File: src/rtl/uart_pkg.sv
// ----------------------------------------------------------------------------
// | Module  : uart_pkg                                                       |
// | Brief   : Shared state encoding and frame constants for the UART TX.    |
// | Revision: 1.0 - initial release                                          |
// ----------------------------------------------------------------------------
`default_nettype none

package uart_pkg;

  typedef enum logic [2:0] {
    IDLE  = 3'd0,
    FETCH = 3'd1,
    LOAD  = 3'd2,
    START = 3'd3,
    DATA  = 3'd4,
    STOP  = 3'd5
  } uart_state_e;

  localparam logic UART_START_BIT  = 1'b0;
  localparam logic UART_STOP_BIT   = 1'b1;
  localparam int   UART_DATA_W     = 8;
  localparam int   UART_FRAME_BITS = UART_DATA_W + 2;

endpackage

`default_nettype wire

File: src/rtl/baud_tick_gen.sv
// ----------------------------------------------------------------------------
// | Module  : baud_tick_gen                                                  |
// | Brief   : Free-running bit-period counter; tick marks the last cycle.   |
// | Revision: 1.0 - initial release                                          |
// ----------------------------------------------------------------------------
`default_nettype none

module baud_tick_gen #(
  parameter int CLKS_PER_BIT = 16
) (
  input  logic clk,
  input  logic reset_n,
  input  logic clear,
  output logic tick
);

  localparam int CNT_W = (CLKS_PER_BIT > 1) ? $clog2(CLKS_PER_BIT) : 1;
  localparam logic [CNT_W-1:0] C_TERMINAL = CNT_W'(CLKS_PER_BIT - 1);

  logic [CNT_W-1:0] r_count;
  logic             w_at_terminal;

  assign w_at_terminal = (r_count == C_TERMINAL);

  always_ff @(posedge clk or negedge reset_n) begin
    if (!reset_n) begin
      r_count <= '0;
    end else if (clear || w_at_terminal) begin
      r_count <= '0;
    end else begin
      r_count <= r_count + 1'b1;
    end
  end

  assign tick = ~clear & w_at_terminal;

endmodule

`default_nettype wire

File: src/rtl/fifo_uart_tx.sv
// ----------------------------------------------------------------------------
// | Module  : fifo_uart_tx                                                   |
// | Brief   : Pops bytes from a sync FIFO and sends them as UART 8N1 frames.|
// | Revision: 1.0 - initial release                                          |
// ----------------------------------------------------------------------------
`default_nettype none

module fifo_uart_tx
  import uart_pkg::*;
#(
  parameter int CLKS_PER_BIT = 16,
  parameter int DATA_W       = 8
) (
  input  logic              clk,
  input  logic              reset_n,
  input  logic              enable,
  input  logic              fifo_empty,
  input  logic [DATA_W-1:0] fifo_rd_data,
  output logic              fifo_rd_en,
  output logic              tx,
  output logic              busy,
  output logic              byte_done
);

  localparam int IDX_W = (DATA_W > 1) ? $clog2(DATA_W) : 1;
  localparam logic [IDX_W-1:0] C_LAST_BIT = IDX_W'(DATA_W - 1);

  uart_state_e       r_state;
  uart_state_e       w_state_next;
  logic [DATA_W-1:0] r_shift;
  logic [DATA_W-1:0] w_shift_next;
  logic [IDX_W-1:0]  r_bit_idx;
  logic [IDX_W-1:0]  w_bit_idx_next;
  logic              r_tx;
  logic              w_tx_next;
  logic              w_tick;
  logic              w_baud_clear;
  logic              w_fetch_ok;

  // Counter only runs while a bit is on the wire, so it starts at 0 in START.
  assign w_baud_clear = (r_state != START) && (r_state != DATA) && (r_state != STOP);

  baud_tick_gen #(
    .CLKS_PER_BIT(CLKS_PER_BIT)
  ) u_baud_tick_gen (
    .clk    (clk),
    .reset_n(reset_n),
    .clear  (w_baud_clear),
    .tick   (w_tick)
  );

  assign w_fetch_ok = enable & ~fifo_empty;

  always_ff @(posedge clk or negedge reset_n) begin
    if (!reset_n) begin
      r_state   <= IDLE;
      r_shift   <= '0;
      r_bit_idx <= '0;
      r_tx      <= UART_STOP_BIT;
    end else begin
      r_state   <= w_state_next;
      r_shift   <= w_shift_next;
      r_bit_idx <= w_bit_idx_next;
      r_tx      <= w_tx_next;
    end
  end

  always_comb begin
    w_state_next   = r_state;
    w_shift_next   = r_shift;
    w_bit_idx_next = r_bit_idx;
    case (r_state)
      IDLE: begin
        if (w_fetch_ok) w_state_next = FETCH;
      end
      FETCH: begin
        w_state_next = LOAD;
      end
      LOAD: begin
        w_shift_next = fifo_rd_data;
        w_state_next = START;
      end
      START: begin
        if (w_tick) begin
          w_state_next   = DATA;
          w_bit_idx_next = '0;
        end
      end
      DATA: begin
        if (w_tick) begin
          w_shift_next = {1'b0, r_shift[DATA_W-1:1]};
          if (r_bit_idx == C_LAST_BIT) begin
            w_state_next = STOP;
          end else begin
            w_bit_idx_next = r_bit_idx + 1'b1;
          end
        end
      end
      STOP: begin
        if (w_tick) w_state_next = w_fetch_ok ? FETCH : IDLE;
      end
      default: begin
        w_state_next = IDLE;
      end
    endcase
  end

  // tx is decoded from the next state so the pad is driven straight from a flop.
  always_comb begin
    w_tx_next = UART_STOP_BIT;
    case (w_state_next)
      START:   w_tx_next = UART_START_BIT;
      DATA:    w_tx_next = w_shift_next[0];
      default: w_tx_next = UART_STOP_BIT;
    endcase
  end

  assign tx         = r_tx;
  assign fifo_rd_en = (r_state == FETCH);
  assign busy       = (r_state != IDLE);
  assign byte_done  = (r_state == STOP) & w_tick;

endmodule

`default_nettype wire

File: config.mk
export PLATFORM = sky130hd
export DESIGN_NAME = fifo_uart_tx
export DESIGN_NICKNAME = d
export VERILOG_FILES = /design/src/rtl/uart_pkg.sv /design/src/rtl/baud_tick_gen.sv /design/src/rtl/fifo_uart_tx.sv
export SDC_FILE = /design/constraint.sdc
export NUM_CORES = 1
export LEC_CHECK = 0
export BUFFER_PORTS_ARGS = -buffer_cell sky130_fd_sc_hd__buf_2
export CAP_MARGIN = 20
export CORE_ASPECT_RATIO = 1.4
export CORE_MARGIN = 3
export CORE_UTILIZATION = 49
export DETAILED_ROUTE_END_ITERATION = 12
export PLACE_DENSITY = 0.78
export SETUP_SLACK_MARGIN = 0.3
export SLEW_MARGIN = 10
export SYNTH_ARGS = -nofsm -noshare
export SYNTH_HDL_FRONTEND = slang
export SYNTH_HIERARCHICAL = 1
export SYNTH_SLANG_ARGS = --single-unit
File: constraint.sdc
create_clock -name clk -period 1.9 [get_ports clk]
set_input_delay 0.285 -clock clk [delete_from_list [all_inputs] [get_ports clk]]
set_output_delay 0.285 -clock clk [all_outputs]
set_load 0.01 [all_outputs]
==> impl_metrics.ini <==
[run_status]
status = complete, no violations

[clock_tree]
cts_tree = yes
clk_pin_slew_worst_paths_ns = 0.11
clockBufferDepth = 2
numClockSinks = 19
clockRootBuffer = clkbuf_4
htreeDepth = 1
clkLatencyLatePin_ns = 0.32
cts_made_buffers = 3

[pwr]
p_comb_share_pct = 53.0
p_seq_share_pct = 35.7
ir_drop_mv = 0.823
power_w = 0.00195
power_density_mw_per_mm2 = 1370
power.internal_w = 0.00117
clockPowerShare_pct = 11.4
swShare_pct = 40.1
p_leak_nw = 0.670
switchingPower_w = 0.000781

[logic_synthesis]
synth_warnings = 6
syn_inst = 103
syn_area_mm2 = 0.00103
yosysSeqAreaShare_pct = 46.1
synth_nets = 118
yosysTopAreaCell = dfrtp_1
syn_avg_cell_area_um2 = 10.0
synth_top_area_share_pct = 43.6
synth_area_leaders = dfrtp_1, a22oi_1, o21ai_0
synth_cell_types = 35
ys_ff_latch = 19

[global_routing]
grt_pass1_vias = 981
grt_max_degree = 20
grt.overflow.total = 0
grt_pass1_wl_mm = 4.08
antenna_found_initial = 0
grt_use_total_pct = 21.1

[finish]
layout_commonest_cell = buf_4
drive_gt1_share_pct = 48.6
area_growth_pct = 37.7
stdcell_area_mm2 = 0.00142
diodes = 0
final_cell_mix = buf_4, dfrtp_1, buf_2
nNetsFinal = 156

[detailed_routing]
dr.max_layer_used = met4
wl_per_cell_um = 16.8
route.met3.wl_um = 142
drt_iter0_drc = 34
drtAntennaViolNets = 0
route.detailed.drc = 0
met2_wirelength_mm = 1.38
vias = 968
via_per_inst = 6.01
routed_wl_mm = 2.71
m1WireLength_mm = 1.07
first_pass_iters = 4

[worst_hold_path]
hold_path_class = in -> reg

[critical_path]
crit_type = reg -> out
worstPathArrival_ns = 1.53
crit_path_end_kind = output port
required_ns = 1.62
crit_fanout = 3
cp-start-kind = register

[floorplanning]
die_y_um = 60.3
initial_utilization_pct = 52.4
dieArea_mm2 = 0.00270
io_pins = 16
core-area_mm2 = 0.00197
die_w_um = 44.8
rows = 19

[timing]
fin_ws_ns = 0.0887
min_period_ns = 1.81
fin_skew_ns = 0.00246
setup_violations = 0
period_share_pct = 95.3
fmax_mhz = 552
grt_setup_unrepaired = true
worst_pin_slew_ns = 0.424
timing.final.hold_violations = 0
finalSetupTns_ns = 0
relSlewSlack_pct = 71.7
whs_ns = 0.168
slew_viol_final = 0

[job]
maxCapViolations = 0

[placement]
place_congestion = 0.809
place_area_mm2 = 0.00112
place_hpwl_mm = 1.50
numPortBuffers = 15
pre_cts_ws_ns = 0.118
==> power by group through the flow <==
stage / combinational (W) / clock (W) / sequential [W]
3_3_place_gp: 0.000618 / 0 / 0.000677
4_1_cts: 0.000799 / 0.000224 / 0.000675
6_report: 0.00103 / 0.000221 / 0.000695
3_5_place_dp: 0.000636 / 0 / 0.000688
2_1_floorplan: 0.000554 / 0 / 0.000646
5_1_grt: 0.00114 / 0.000238 / 0.000708
==> what timing repair did <==
| action | CTS | global route |
|---|---|---|
| endpoints found under the setup margin | 15 | 15 |
| setup buffers | 11 | 8 |
| hold endpoints to repair | 18 | 0 |
| hold buffers | 1 | 0 |
| pin swaps | 3 | 16 |
| gates resized for setup | 8 | 20 |
==> layout make-up <==
| cell class | count | area (um^2) |
|---|---|---|
| fill | 147 | 551 |
| multi-input combinational | 69 | 576 |
| clock buffer | 3 | 22.5 |
| timing repair buffer | 39 | 280 |
| tap | 21 | 26.3 |
| inverter | 9 | 33.8 |
| clock inverter | 1 | 5.00 |
| sequential | 19 | 479 |
==> metal layers <==
metal / GRT usage, % / up-vias
met1: 20.7 / 482
met3: 4.45 / 13
met4: 18.4 / 0
met5: 0 / -
li1: - / 436
met2: 36.6 / 37
==> metrics by stage <==
step | utilization, % | instances
after floorplan | - | 103
final | 72.1 | 161
after global routing | 72.1 | 161
after global placement | 56.9 | 137
after detailed placement | 56.9 | 137
after CTS | 64.4 | 153
==> cells by family (layout without fill, tap and decap cells) <==
logic type / count (synthesis) / count (layout) / synth area share [%]
compound gates: 35 / 35 / 22.2
xor+xnor: 1 / 1 / 0.848
fa+ha+maj: 3 / 3 / 3.63
buf+inv: 15 / 52 / 8.23
flops: 19 / 19 / 46.1
mux: 1 / 1 / 0.969
simple gates: 29 / 29 / 18.0
==> worst paths after layout <==
kind                                          start                  endpoint  slack [ns]  cells past startpoint
max                            r_state[1]$_DFF_PN0_                 byte_done        0.09                      7
min                                 fifo_rd_data[7]    r_shift[7]$_DFFE_PN0P_        0.17                      3
min reg2reg                r_bit_idx[2]$_DFFE_PN0P_  r_bit_idx[2]$_DFFE_PN0P_        0.52                      1
max reg2reg                r_bit_idx[0]$_DFFE_PN0P_  r_bit_idx[1]$_DFFE_PN0P_        0.11                      6
max in group asynchronous                   reset_n              tx$_DFF_PN1_        1.15                      2
min in group asynchronous                   reset_n    r_shift[1]$_DFFE_PN0P_        0.42                      2
==> cells in the mapped netlist <==
| master | number |
|---|---|
| dfrtp_1 | 18 |
| inv_1 | 9 |
| o21ai_0 | 8 |
| a22oi_1 | 6 |
| nand2_1 | 6 |
| a21oi_1 | 5 |
| nor2_1 | 5 |
| a21o_1 | 3 |
| a31oi_1 | 3 |
| buf_6 | 3 |
| ha_1 | 3 |
| nand2b_1 | 3 |
| nor2_2 | 3 |
| o21ai_1 | 3 |
| a22o_1 | 2 |
| buf_2 | 2 |
| nor2b_1 | 2 |
| nor2b_4 | 2 |
| a22oi_2 | 1 |
| a2bb2oi_1 | 1 |
| a311oi_1 | 1 |
| and2_1 | 1 |
| and4bb_1 | 1 |
| and4bb_2 | 1 |
| buf_4 | 1 |
| dfstp_2 | 1 |
| mux2i_1 | 1 |
| nand3_1 | 1 |
| nand3b_1 | 1 |
| nor2b_2 | 1 |
| nor4b_1 | 1 |
| o211ai_1 | 1 |
| o21bai_1 | 1 |
| or3_1 | 1 |
| xnor2_1 | 1 |
==> registers in the layout, indices dropped and copies added, names as in the netlist <==
register	count
r_shift	8
u_baud_tick_gen/r_count	4
r_bit_idx	3
r_state	3
tx	1
==> critical path, cell delays in order (launching register included) <==
cell and delay [ns]:
dfrtp_2 0.43, nor2b_4 0.20, a21oi_4 0.08, nor2_2 0.10, buf_4 0.13, nand2_2 0.04
nor2_1 0.10, buf_2 0.14
Note: power is estimated with default switching activity, not from simulation.
